--- config.mk ---
export PLATFORM = sky130hd
export DESIGN_NAME = controlador_aprovados_flat
export DESIGN_NICKNAME = d
export VERILOG_FILES = /design/src/rtl/controlador_aprovados_pkg.sv /design/src/rtl/controlador_aprovados_if.sv /design/src/rtl/controlador_aprovados_rr_seletor.sv /design/src/rtl/controlador_aprovados.sv /design/src/flat_wrapper.sv
export SDC_FILE = /design/constraint.sdc
export NUM_CORES = 1
export LEC_CHECK = 0
export BUFFER_PORTS_ARGS = -buffer_cell sky130_fd_sc_hd__buf_2
export CAP_MARGIN = 20
export CORE_ASPECT_RATIO = 1.2
export CORE_MARGIN = 2
export CORE_UTILIZATION = 45
export DETAILED_ROUTE_END_ITERATION = 6
export GPL_TIMING_DRIVEN = 0
export PLACE_DENSITY = 0.69
export SLEW_MARGIN = 20
export SYNTH_ARGS = -nofsm -noshare
export SYNTH_HDL_FRONTEND = slang
export SYNTH_SLANG_ARGS = --single-unit
--- constraint.sdc ---
create_clock -name clk_in -period 9.5 [get_ports clk_in]
set_input_delay 0.475 -clock clk_in [delete_from_list [all_inputs] [get_ports clk_in]]
set_output_delay 0.475 -clock clk_in [all_outputs]
set_load 0.03 [all_outputs]
--- src/rtl/controlador_aprovados_pkg.sv ---
// Shared types and helpers for the approved-node sequencer: FSM encoding,
// default geometry and the saturating threshold add.
package controlador_pkg;

  localparam int BUFFER_SIZE_DEF = 16;
  localparam int DIST_WIDTH_DEF  = 8;
  localparam int NODE_WIDTH_DEF  = 8;
  localparam int THRESH_STEP_DEF = 1;
  localparam int SLOT_W          = $clog2(BUFFER_SIZE_DEF);

  typedef enum logic [2:0] {
    ST_IDLE,
    ST_AVALIA,
    ST_ELEVA,
    ST_OFERECE,
    ST_REMOVE,
    ST_ESPERA,
    ST_FIM
  } estado_t;

  // a + b clamped to the all-ones value of a w-bit field; never wraps.
  function automatic logic [31:0] sat_add(input logic [31:0] a, input logic [31:0] b,
                                          input int w);
    logic [32:0] soma;
    logic [32:0] max_v;
    soma  = {1'b0, a} + {1'b0, b};
    max_v = (33'd1 << w) - 33'd1;
    return (soma > max_v) ? max_v[31:0] : soma[31:0];
  endfunction

endpackage

--- src/rtl/controlador_aprovados_if.sv ---
// Evaluator / expansion-stage signal bundle of the sequencer.
// master = sequencer side, slave = evaluator and expansion stage side.
interface controlador_aprovados_if
  import controlador_pkg::*;
#(
  parameter int BUFFER_SIZE = BUFFER_SIZE_DEF,
  parameter int DIST_WIDTH  = DIST_WIDTH_DEF,
  parameter int NODE_WIDTH  = NODE_WIDTH_DEF
);
  localparam int SEL_W = (BUFFER_SIZE > 1) ? $clog2(BUFFER_SIZE) : 1;

  logic                   start_in;
  logic [DIST_WIDTH-1:0]  treshold_init_in;
  logic                   tem_ativo_in;
  logic [BUFFER_SIZE-1:0] aprovados_in;
  logic [SEL_W-1:0]       slot_sel_out;
  logic [NODE_WIDTH-1:0]  slot_endereco_in;
  logic [DIST_WIDTH-1:0]  treshold_out;
  logic                   expandir_valid_out;
  logic [NODE_WIDTH-1:0]  expandir_endereco_out;
  logic                   expandir_ready_in;
  logic                   remover_out;
  logic [NODE_WIDTH-1:0]  remover_endereco_out;
  logic                   ocupado_out;
  logic                   concluido_out;
  logic                   saturado_out;

  modport master (
    input  start_in, treshold_init_in, tem_ativo_in, aprovados_in, slot_endereco_in,
           expandir_ready_in,
    output slot_sel_out, treshold_out, expandir_valid_out, expandir_endereco_out,
           remover_out, remover_endereco_out, ocupado_out, concluido_out, saturado_out
  );

  modport slave (
    output start_in, treshold_init_in, tem_ativo_in, aprovados_in, slot_endereco_in,
           expandir_ready_in,
    input  slot_sel_out, treshold_out, expandir_valid_out, expandir_endereco_out,
           remover_out, remover_endereco_out, ocupado_out, concluido_out, saturado_out
  );

endinterface

--- src/rtl/controlador_aprovados_rr_seletor.sv ---
// Round-robin picker: first set request at index >= ptr, wrapping to 0.
// Rotate right by ptr, priority-encode the lowest bit, rotate the index back.
module rr_seletor #(
  parameter int N = 16,
  parameter int W = 4
) (
  input  logic [N-1:0] req_i,
  input  logic [W-1:0] ptr_i,
  output logic [W-1:0] idx_o,
  output logic         hit_o
);
  localparam logic [W:0] N_W = N[W:0];

  logic [2*N-1:0] dobrado;
  logic [N-1:0]   girado;
  logic [W-1:0]   desloc;
  logic [W:0]     soma;
  logic [W:0]     soma_mod;

  assign dobrado = {req_i, req_i} >> ptr_i;
  assign girado  = dobrado[N-1:0];

  always_comb begin
    desloc = '0;
    for (int i = N - 1; i >= 0; i--) begin
      if (girado[i]) begin
        desloc = W'(i);
      end
    end
  end

  assign hit_o    = |req_i;
  assign soma     = {1'b0, ptr_i} + {1'b0, desloc};
  assign soma_mod = (soma >= N_W) ? (soma - N_W) : soma;
  assign idx_o    = soma_mod[W-1:0];

endmodule

--- src/rtl/controlador_aprovados.sv ---
// Approved-node sequencer: grants approved slots round-robin, hands them to
// expansion, removes them, and raises the threshold when nothing is approved.
// Optional statistics counters are enabled by CONTROLADOR_ESTATISTICAS_EN.
module controlador_aprovados
  import controlador_pkg::*;
#(
  parameter int BUFFER_SIZE = BUFFER_SIZE_DEF,
  parameter int DIST_WIDTH  = DIST_WIDTH_DEF,
  parameter int NODE_WIDTH  = NODE_WIDTH_DEF,
  parameter int THRESH_STEP = THRESH_STEP_DEF
) (
  input  logic                    clk_in,
  input  logic                    rst_in,
  controlador_aprovados_if.master bus
`ifdef CONTROLADOR_ESTATISTICAS_EN
  ,
  output logic [15:0]             n_expandidos_out,
  output logic [15:0]             n_elevacoes_out
`endif
);
  localparam int SEL_W = (BUFFER_SIZE > 1) ? $clog2(BUFFER_SIZE) : 1;
  localparam logic [SEL_W-1:0] SLOT_ULTIMO = SEL_W'(BUFFER_SIZE - 1);

  estado_t               estado_q, estado_d;
  logic [SEL_W-1:0]      ptr_q, ptr_d;
  logic [SEL_W-1:0]      slot_q, slot_d;
  logic [NODE_WIDTH-1:0] addr_q, addr_d;
  logic [DIST_WIDTH-1:0] treshold_q, treshold_d;
  logic                  saturado_q, saturado_d;

  logic [SEL_W-1:0]      pick_idx;
  logic                  pick_hit;
  logic [31:0]           soma;
  logic [DIST_WIDTH-1:0] elevado;
  logic                  handshake;

  rr_seletor #(
    .N (BUFFER_SIZE),
    .W (SEL_W)
  ) u_rr (
    .req_i (bus.aprovados_in),
    .ptr_i (ptr_q),
    .idx_o (pick_idx),
    .hit_o (pick_hit)
  );

  assign soma      = sat_add(32'(treshold_q), 32'(THRESH_STEP), DIST_WIDTH);
  assign elevado   = soma[DIST_WIDTH-1:0];
  assign handshake = (estado_q == ST_OFERECE) && bus.expandir_ready_in;

  always_comb begin
    estado_d   = estado_q;
    ptr_d      = ptr_q;
    slot_d     = slot_q;
    addr_d     = addr_q;
    treshold_d = treshold_q;
    saturado_d = saturado_q;
    unique case (estado_q)
      ST_IDLE: begin
        if (bus.start_in) begin
          treshold_d = bus.treshold_init_in;
          saturado_d = 1'b0;
          estado_d   = ST_AVALIA;
        end
      end
      ST_AVALIA: begin
        if (!bus.tem_ativo_in) begin
          estado_d = ST_FIM;
        end else if (pick_hit) begin
          // slot_sel_out already points at pick_idx, so the lookup is the granted address
          slot_d   = pick_idx;
          addr_d   = bus.slot_endereco_in;
          estado_d = ST_OFERECE;
        end else begin
          estado_d = ST_ELEVA;
        end
      end
      ST_ELEVA: begin
        treshold_d = elevado;
        if (&elevado) begin
          saturado_d = 1'b1;
        end
        estado_d = ST_AVALIA;
      end
      ST_OFERECE: begin
        if (handshake) begin
          ptr_d    = (slot_q == SLOT_ULTIMO) ? '0 : slot_q + 1'b1;
          estado_d = ST_REMOVE;
        end
      end
      ST_REMOVE: estado_d = ST_ESPERA;
      ST_ESPERA: estado_d = ST_AVALIA;
      ST_FIM:    estado_d = ST_IDLE;
      default:   estado_d = ST_IDLE;
    endcase
  end

  always_ff @(posedge clk_in) begin
    if (rst_in) begin
      estado_q   <= ST_IDLE;
      ptr_q      <= '0;
      slot_q     <= '0;
      addr_q     <= '0;
      treshold_q <= '0;
      saturado_q <= 1'b0;
    end else begin
      estado_q   <= estado_d;
      ptr_q      <= ptr_d;
      slot_q     <= slot_d;
      addr_q     <= addr_d;
      treshold_q <= treshold_d;
      saturado_q <= saturado_d;
    end
  end

  assign bus.slot_sel_out          = (estado_q == ST_AVALIA) ? pick_idx : slot_q;
  assign bus.treshold_out          = treshold_q;
  assign bus.expandir_valid_out    = (estado_q == ST_OFERECE);
  assign bus.expandir_endereco_out = addr_q;
  assign bus.remover_out           = (estado_q == ST_REMOVE);
  assign bus.remover_endereco_out  = addr_q;
  assign bus.ocupado_out           = (estado_q != ST_IDLE);
  assign bus.concluido_out         = (estado_q == ST_FIM);
  assign bus.saturado_out          = saturado_q;

`ifdef CONTROLADOR_ESTATISTICAS_EN
  logic [15:0] n_exp_q, n_elev_q;

  // Cleared only by an accepted start; a start while busy is ignored entirely.
  always_ff @(posedge clk_in) begin
    if (rst_in || (estado_q == ST_IDLE && bus.start_in)) begin
      n_exp_q  <= '0;
      n_elev_q <= '0;
    end else begin
      if (handshake && (n_exp_q != 16'hFFFF)) begin
        n_exp_q <= n_exp_q + 16'd1;
      end
      if ((estado_q == ST_ELEVA) && (n_elev_q != 16'hFFFF)) begin
        n_elev_q <= n_elev_q + 16'd1;
      end
    end
  end

  assign n_expandidos_out = n_exp_q;
  assign n_elevacoes_out  = n_elev_q;
`endif

endmodule

--- src/flat_wrapper.sv ---
// flat-port wrapper written by rule: the top's interface ports become plain ports
module controlador_aprovados_flat import controlador_pkg::*;
#(
  parameter int BUFFER_SIZE = BUFFER_SIZE_DEF,
  parameter int DIST_WIDTH  = DIST_WIDTH_DEF,
  parameter int NODE_WIDTH  = NODE_WIDTH_DEF,
  parameter int THRESH_STEP = THRESH_STEP_DEF
)
  (clk_in, rst_in, bus_start_in, bus_treshold_init_in, bus_tem_ativo_in, bus_aprovados_in, bus_slot_endereco_in, bus_expandir_ready_in, bus_slot_sel_out, bus_treshold_out, bus_expandir_valid_out, bus_expandir_endereco_out, bus_remover_out, bus_remover_endereco_out, bus_ocupado_out, bus_concluido_out, bus_saturado_out);
  controlador_aprovados_if #(.BUFFER_SIZE(BUFFER_SIZE), .DIST_WIDTH(DIST_WIDTH), .NODE_WIDTH(NODE_WIDTH)) bus_i ();
  input  logic clk_in;
  input  logic rst_in;
  input wire logic [$bits(bus_i.start_in)-1:0] bus_start_in;
  input wire logic [$bits(bus_i.treshold_init_in)-1:0] bus_treshold_init_in;
  input wire logic [$bits(bus_i.tem_ativo_in)-1:0] bus_tem_ativo_in;
  input wire logic [$bits(bus_i.aprovados_in)-1:0] bus_aprovados_in;
  input wire logic [$bits(bus_i.slot_endereco_in)-1:0] bus_slot_endereco_in;
  input wire logic [$bits(bus_i.expandir_ready_in)-1:0] bus_expandir_ready_in;
  output wire logic [$bits(bus_i.slot_sel_out)-1:0] bus_slot_sel_out;
  output wire logic [$bits(bus_i.treshold_out)-1:0] bus_treshold_out;
  output wire logic [$bits(bus_i.expandir_valid_out)-1:0] bus_expandir_valid_out;
  output wire logic [$bits(bus_i.expandir_endereco_out)-1:0] bus_expandir_endereco_out;
  output wire logic [$bits(bus_i.remover_out)-1:0] bus_remover_out;
  output wire logic [$bits(bus_i.remover_endereco_out)-1:0] bus_remover_endereco_out;
  output wire logic [$bits(bus_i.ocupado_out)-1:0] bus_ocupado_out;
  output wire logic [$bits(bus_i.concluido_out)-1:0] bus_concluido_out;
  output wire logic [$bits(bus_i.saturado_out)-1:0] bus_saturado_out;
  assign bus_i.start_in = bus_start_in;
  assign bus_i.treshold_init_in = bus_treshold_init_in;
  assign bus_i.tem_ativo_in = bus_tem_ativo_in;
  assign bus_i.aprovados_in = bus_aprovados_in;
  assign bus_i.slot_endereco_in = bus_slot_endereco_in;
  assign bus_i.expandir_ready_in = bus_expandir_ready_in;
  assign bus_slot_sel_out = bus_i.slot_sel_out;
  assign bus_treshold_out = bus_i.treshold_out;
  assign bus_expandir_valid_out = bus_i.expandir_valid_out;
  assign bus_expandir_endereco_out = bus_i.expandir_endereco_out;
  assign bus_remover_out = bus_i.remover_out;
  assign bus_remover_endereco_out = bus_i.remover_endereco_out;
  assign bus_ocupado_out = bus_i.ocupado_out;
  assign bus_concluido_out = bus_i.concluido_out;
  assign bus_saturado_out = bus_i.saturado_out;
  controlador_aprovados #(.BUFFER_SIZE(BUFFER_SIZE), .DIST_WIDTH(DIST_WIDTH), .NODE_WIDTH(NODE_WIDTH), .THRESH_STEP(THRESH_STEP)) u_core (.clk_in(clk_in), .rst_in(rst_in), .bus(bus_i));
endmodule
==> metrics.md <==
| Metric | Value |
|---|---|
| Crit Path Class | reg2out |
| Cell Pwr Density | slightly above 100 mW/mm^2 |
| Max Cap Viol | 0 |
| Fin crit period | approximately 4.6 ns |
| Clock tree buffer depth | 2 |
| Clock sinks | 28 |
| Req. time, crit path | around 9.0 ns |
| Synth-to-layout area growth | 17.3% |
| Die ar. | ~0.0069 mm^2 |
| Synthesized area per cell | about 8.2 um^2 |
| CP max FO | 10 |
| Delay-heaviest family, CP | multiplexers |
| Num CTS Buffers | 3 |
| Top flip-flop cell by instance count after synthesis | dfxtp_1 |
| Outcome | finished, final reports clean |
| Routed wire per std cell | roughly 15 um |
| Final Max Slew Viols | 0 |
| Hold-critical path depth | 3 |
| Crit path largest cell delay | approximately 0.54 ns |
| Worst hold start | bus_slot_endereco_in[5] |
| Final setup viols | 0 |
| Worst hold-check path type | in2reg |
| Sw Share | a little under two fifths |
| Final worst path period share | between 40% and 50% |
| NetSw | 126 uW |
| Mapped Area | 0.00280 mm^2 |
| Crit path setup slack, layout | 4.89 ns |
| Ys async rst share | 0% |
| Starting Density | between 40% and 50% |
| P_int | 205 uW |
| Master of the slowest instance on the critical path | mux4_2 |
| CP arrival | roughly 4.1 ns |
| Postcts setup bufs | 0 |
| Setup TNS | 0 ns |
| Total GRT Usage | between 20% and 30% |
| Unique cell type count in the Yosys netlist | 56 |
| Crit start category | flop |
| VDD IR-drop max | between 0.1 and 0.15 mV |
| Rows | 31 |
| Largest net degree at the start of global routing | 15 |
| DR iter-0 viols | 285 |
| Resized cells post-CTS | 0 |
| I/O pin total | 70 |
| Clock network power share | 18.7% |
| Number of port buffers | 68 |
| CTS Hold Bufs | 0 |
| Post-detailed-route count of antenna-violating nets | 0 |
| CTS root buffer | clkbuf_8 |
| Via count | 2910 |
| CP Cell Sequence | buf_6 -> buf_6 -> mux4_2 -> mux2_2 -> nor4_4 -> a21oi_1 -> nor3b_1 -> a21bo_1 -> o21ai_1 -> ha_1 -> inv_1 -> fa_1 -> xnor2_1 -> nand2_1 -> o21ai_0 -> buf_2 |
| Reg2Reg Depth | 15 |
| Synth Net Count | between 300 and 400 |
| Initial antenna violation count | 0 |
| CTS tree | built |
| Clock Latency Late Sink | 0.27 ns |
| Gpl congestion | slightly below 0.9 |
| P_leak | roughly 1.3 nW |
| RSZ-0062 raised after global routing | false |
| Core Area | 0.00601 mm^2 |
| Reg power frac | 41.2% |
| RR Endpoint | u_core.slot_q[3] |
| Layout Nets | 460 |
| Comb pwr share | between 40% and 50% |
| Worst-path clk slew | 0.09 ns |
| First-pass GRT wire length | roughly 13000 um |
| CP Buf/Inv Count | 4 |
| Die height | approximately 90 um |
| Grt ovf | 0 |
| Crit end category | primary output |
| Slew margin rel. | a little over a third |
| Number of global-route vias before repair | ~2700 |
| R2R setup slack | between 5 and 6 ns |
| Hold Fails Final Rpt | 0 |
| Number of vias per cell | between 5 and 6 |
| Die Width | around 76 um |
| Min-Delay Endpoint | u_core.bus.expandir_endereco_out[5] |
| HPWL after DPL | between 5000 and 6000 um |
| Critical Path Source | u_core.ptr_q[1] |
| Post-Syn Instances | ~340 |
| Seq/Total Area, Yosys | approximately 20% |
| Clock skew | approximately 0.0020 ns |
| Routed WL | between 7000 and 8000 um |
| Worst r2r src | u_core.ptr_q[1] |
| EDFF count, synth | 0 |
| Antenna Diode Count | 0 |
| Register bit total from synthesis | 28 |
| DRC Markers | 0 |
| Crit path top cell by count | buf_6 |
| Pre-CTS WS | a little over 5 ns |
| Yosys warnings | 0 |
| Worst Max-Slew Pin Slew | ~0.94 ns |
| Initial DRT Pass Iterations | 7 |
| Share of layout cells above drive strength 1 | 29.0% |
| Max Fclk | about 0.22 GHz |
| H-tree depth | 1 |
[cell usage after synthesis (2+ instances only)]
master,number,area share (%)
a211oi_1,2,0.54
a21boi_0,3,0.80
a21o_1,2,0.54
a21oi_1,28,5.0
a221oi_1,5,1.6
a22oi_1,11,3.0
a311oi_1,2,0.63
and2_1,5,1.1
and3_1,5,1.1
buf_1,2,0.27
buf_2,2,0.36
buf_4,9,2.4
buf_6,2,0.80
clkbuf_1,10,1.3
dfxtp_1,28,20
ha_1,6,2.7
inv_1,10,1.3
mux2_2,14,5.6
mux2i_1,15,5.4
mux4_2,14,11
nand2_1,40,5.4
nand2b_1,8,1.8
nand3_1,11,2.0
nand4_1,3,0.67
nor2_1,31,4.2
nor2b_1,7,1.6
nor3_1,5,0.89
nor3b_1,5,1.3
nor4_1,4,0.89
o21a_1,2,0.54
o21ai_0,19,3.4
o21bai_1,2,0.54
o22ai_1,2,0.45
or2_2,4,0.89
xnor2_1,4,1.3
[tightest hold or removal path, stage by stage]
cell and delay [ns]:
buf_2 0.10, nand2_1 0.04, a21oi_1 0.05
[cells in the final DEF (no fill, tap or decap), types with 2 or more instances in the layout]
master / synthesis / final
a211oi_1: 2 / 2
a21boi_0: 3 / 3
a21o_1: 2 / 2
a21oi_1: 28 / 28
a221oi_1: 5 / 5
a22oi_1: 11 / 11
a311oi_1: 2 / 2
and2_1: 5 / 5
and3_1: 5 / 5
buf_1: 2 / 2
buf_2: 2 / 70
buf_4: 9 / 9
buf_6: 2 / 2
clkbuf_1: 10 / 10
clkbuf_8: 0 / 3
dfxtp_1: 28 / 28
ha_1: 6 / 6
inv_1: 10 / 10
mux2_2: 14 / 14
mux2i_1: 15 / 15
mux4_2: 14 / 14
nand2_1: 40 / 40
nand2b_1: 8 / 8
nand3_1: 11 / 11
nand4_1: 3 / 3
nor2_1: 31 / 31
nor2b_1: 7 / 7
nor3_1: 5 / 5
nor3b_1: 5 / 5
nor4_1: 4 / 4
o21a_1: 2 / 2
o21ai_0: 19 / 19
o21bai_1: 2 / 2
o22ai_1: 2 / 2
or2_2: 4 / 4
xnor2_1: 4 / 4
[state kept, by name (all words and copies together), names as in the netlist]
register / count
u_core.bus.expandir_endereco_out: 8
u_core.bus.treshold_out: 8
u_core.ptr_q: 4
u_core.slot_q: 4
u_core.estado_q: 3
u_core.bus.saturado_out: 1
[cell families (layout without fill, tap and decap cells)]
logic type	after synthesis	after routing	share of synthesized area, %
and+or+nand+nor	132	132	23.4
AOI/OAI and AO/OA	93	93	22.8
muxes	44	44	22.7
buffers and inverters	35	106	6.53
DFF	28	28	20.0
adders and majority gates	7	7	3.40
xor gates and xnor gates	4	4	1.25
[worst max-delay path by stage]
| stage | endpoint | depth (start not counted) |
|---|---|---|
| after floorplan | bus_slot_sel_out[3] | 13 |
| after global placement | bus_slot_sel_out[2] | 16 |
| after global routing | bus_slot_sel_out[3] | 16 |
| final | bus_slot_sel_out[2] | 16 |
| after CTS | bus_slot_sel_out[2] | 16 |
| after detailed placement | bus_slot_sel_out[2] | 16 |
[layer usage]
layer	GRT usage (%)	routed length, um
met5	0	0
met4	6.36	142
met3	1.50	357
met2	41.6	4070
met1	25.5	2990
[final cells by class]
class | count | area [um^2]
fillers | 562 | 2730
multi-input cells | 280 | 2060
flip-flops and latches | 28 | 561
repair buffers | 68 | 340
plain buffers | 25 | 145
well taps | 82 | 103
clock buffers | 3 | 41.3
inverters | 10 | 37.5
[per-stage QoR]
| stage | hold WS, ns | utilization [%] | cell area (um^2) | total power [mW] | cells |
|---|---|---|---|---|---|
| 6_report | 0.440 | 54.6 | 3280 | 0.330 | 496 |
| 5_1_grt | 0.430 | 54.6 | 3280 | 0.350 | 496 |
| 4_1_cts | 0.435 | 54.6 | 3280 | 0.333 | 496 |
| 3_5_place_dp | 0.466 | 53.9 | 3240 | 0.270 | 493 |
| 3_3_place_gp | 0.458 | 53.9 | 3240 | 0.268 | 493 |
| 2_1_floorplan | 0.488 | - | 2800 | 0.230 | 343 |
[power groups by stage]
| stage | combinational [mW] | sequential [mW] | clock [mW] |
|---|---|---|---|
| 2_1_floorplan | 0.0837 | 0.146 | 0 |
| 3_3_place_gp | 0.130 | 0.138 | 0 |
| 3_5_place_dp | 0.132 | 0.138 | 0 |
| 4_1_cts | 0.132 | 0.136 | 0.0649 |
| 5_1_grt | 0.144 | 0.137 | 0.0688 |
| 6_report | 0.133 | 0.136 | 0.0619 |
Note: power is estimated with default switching activity, not from simulation.
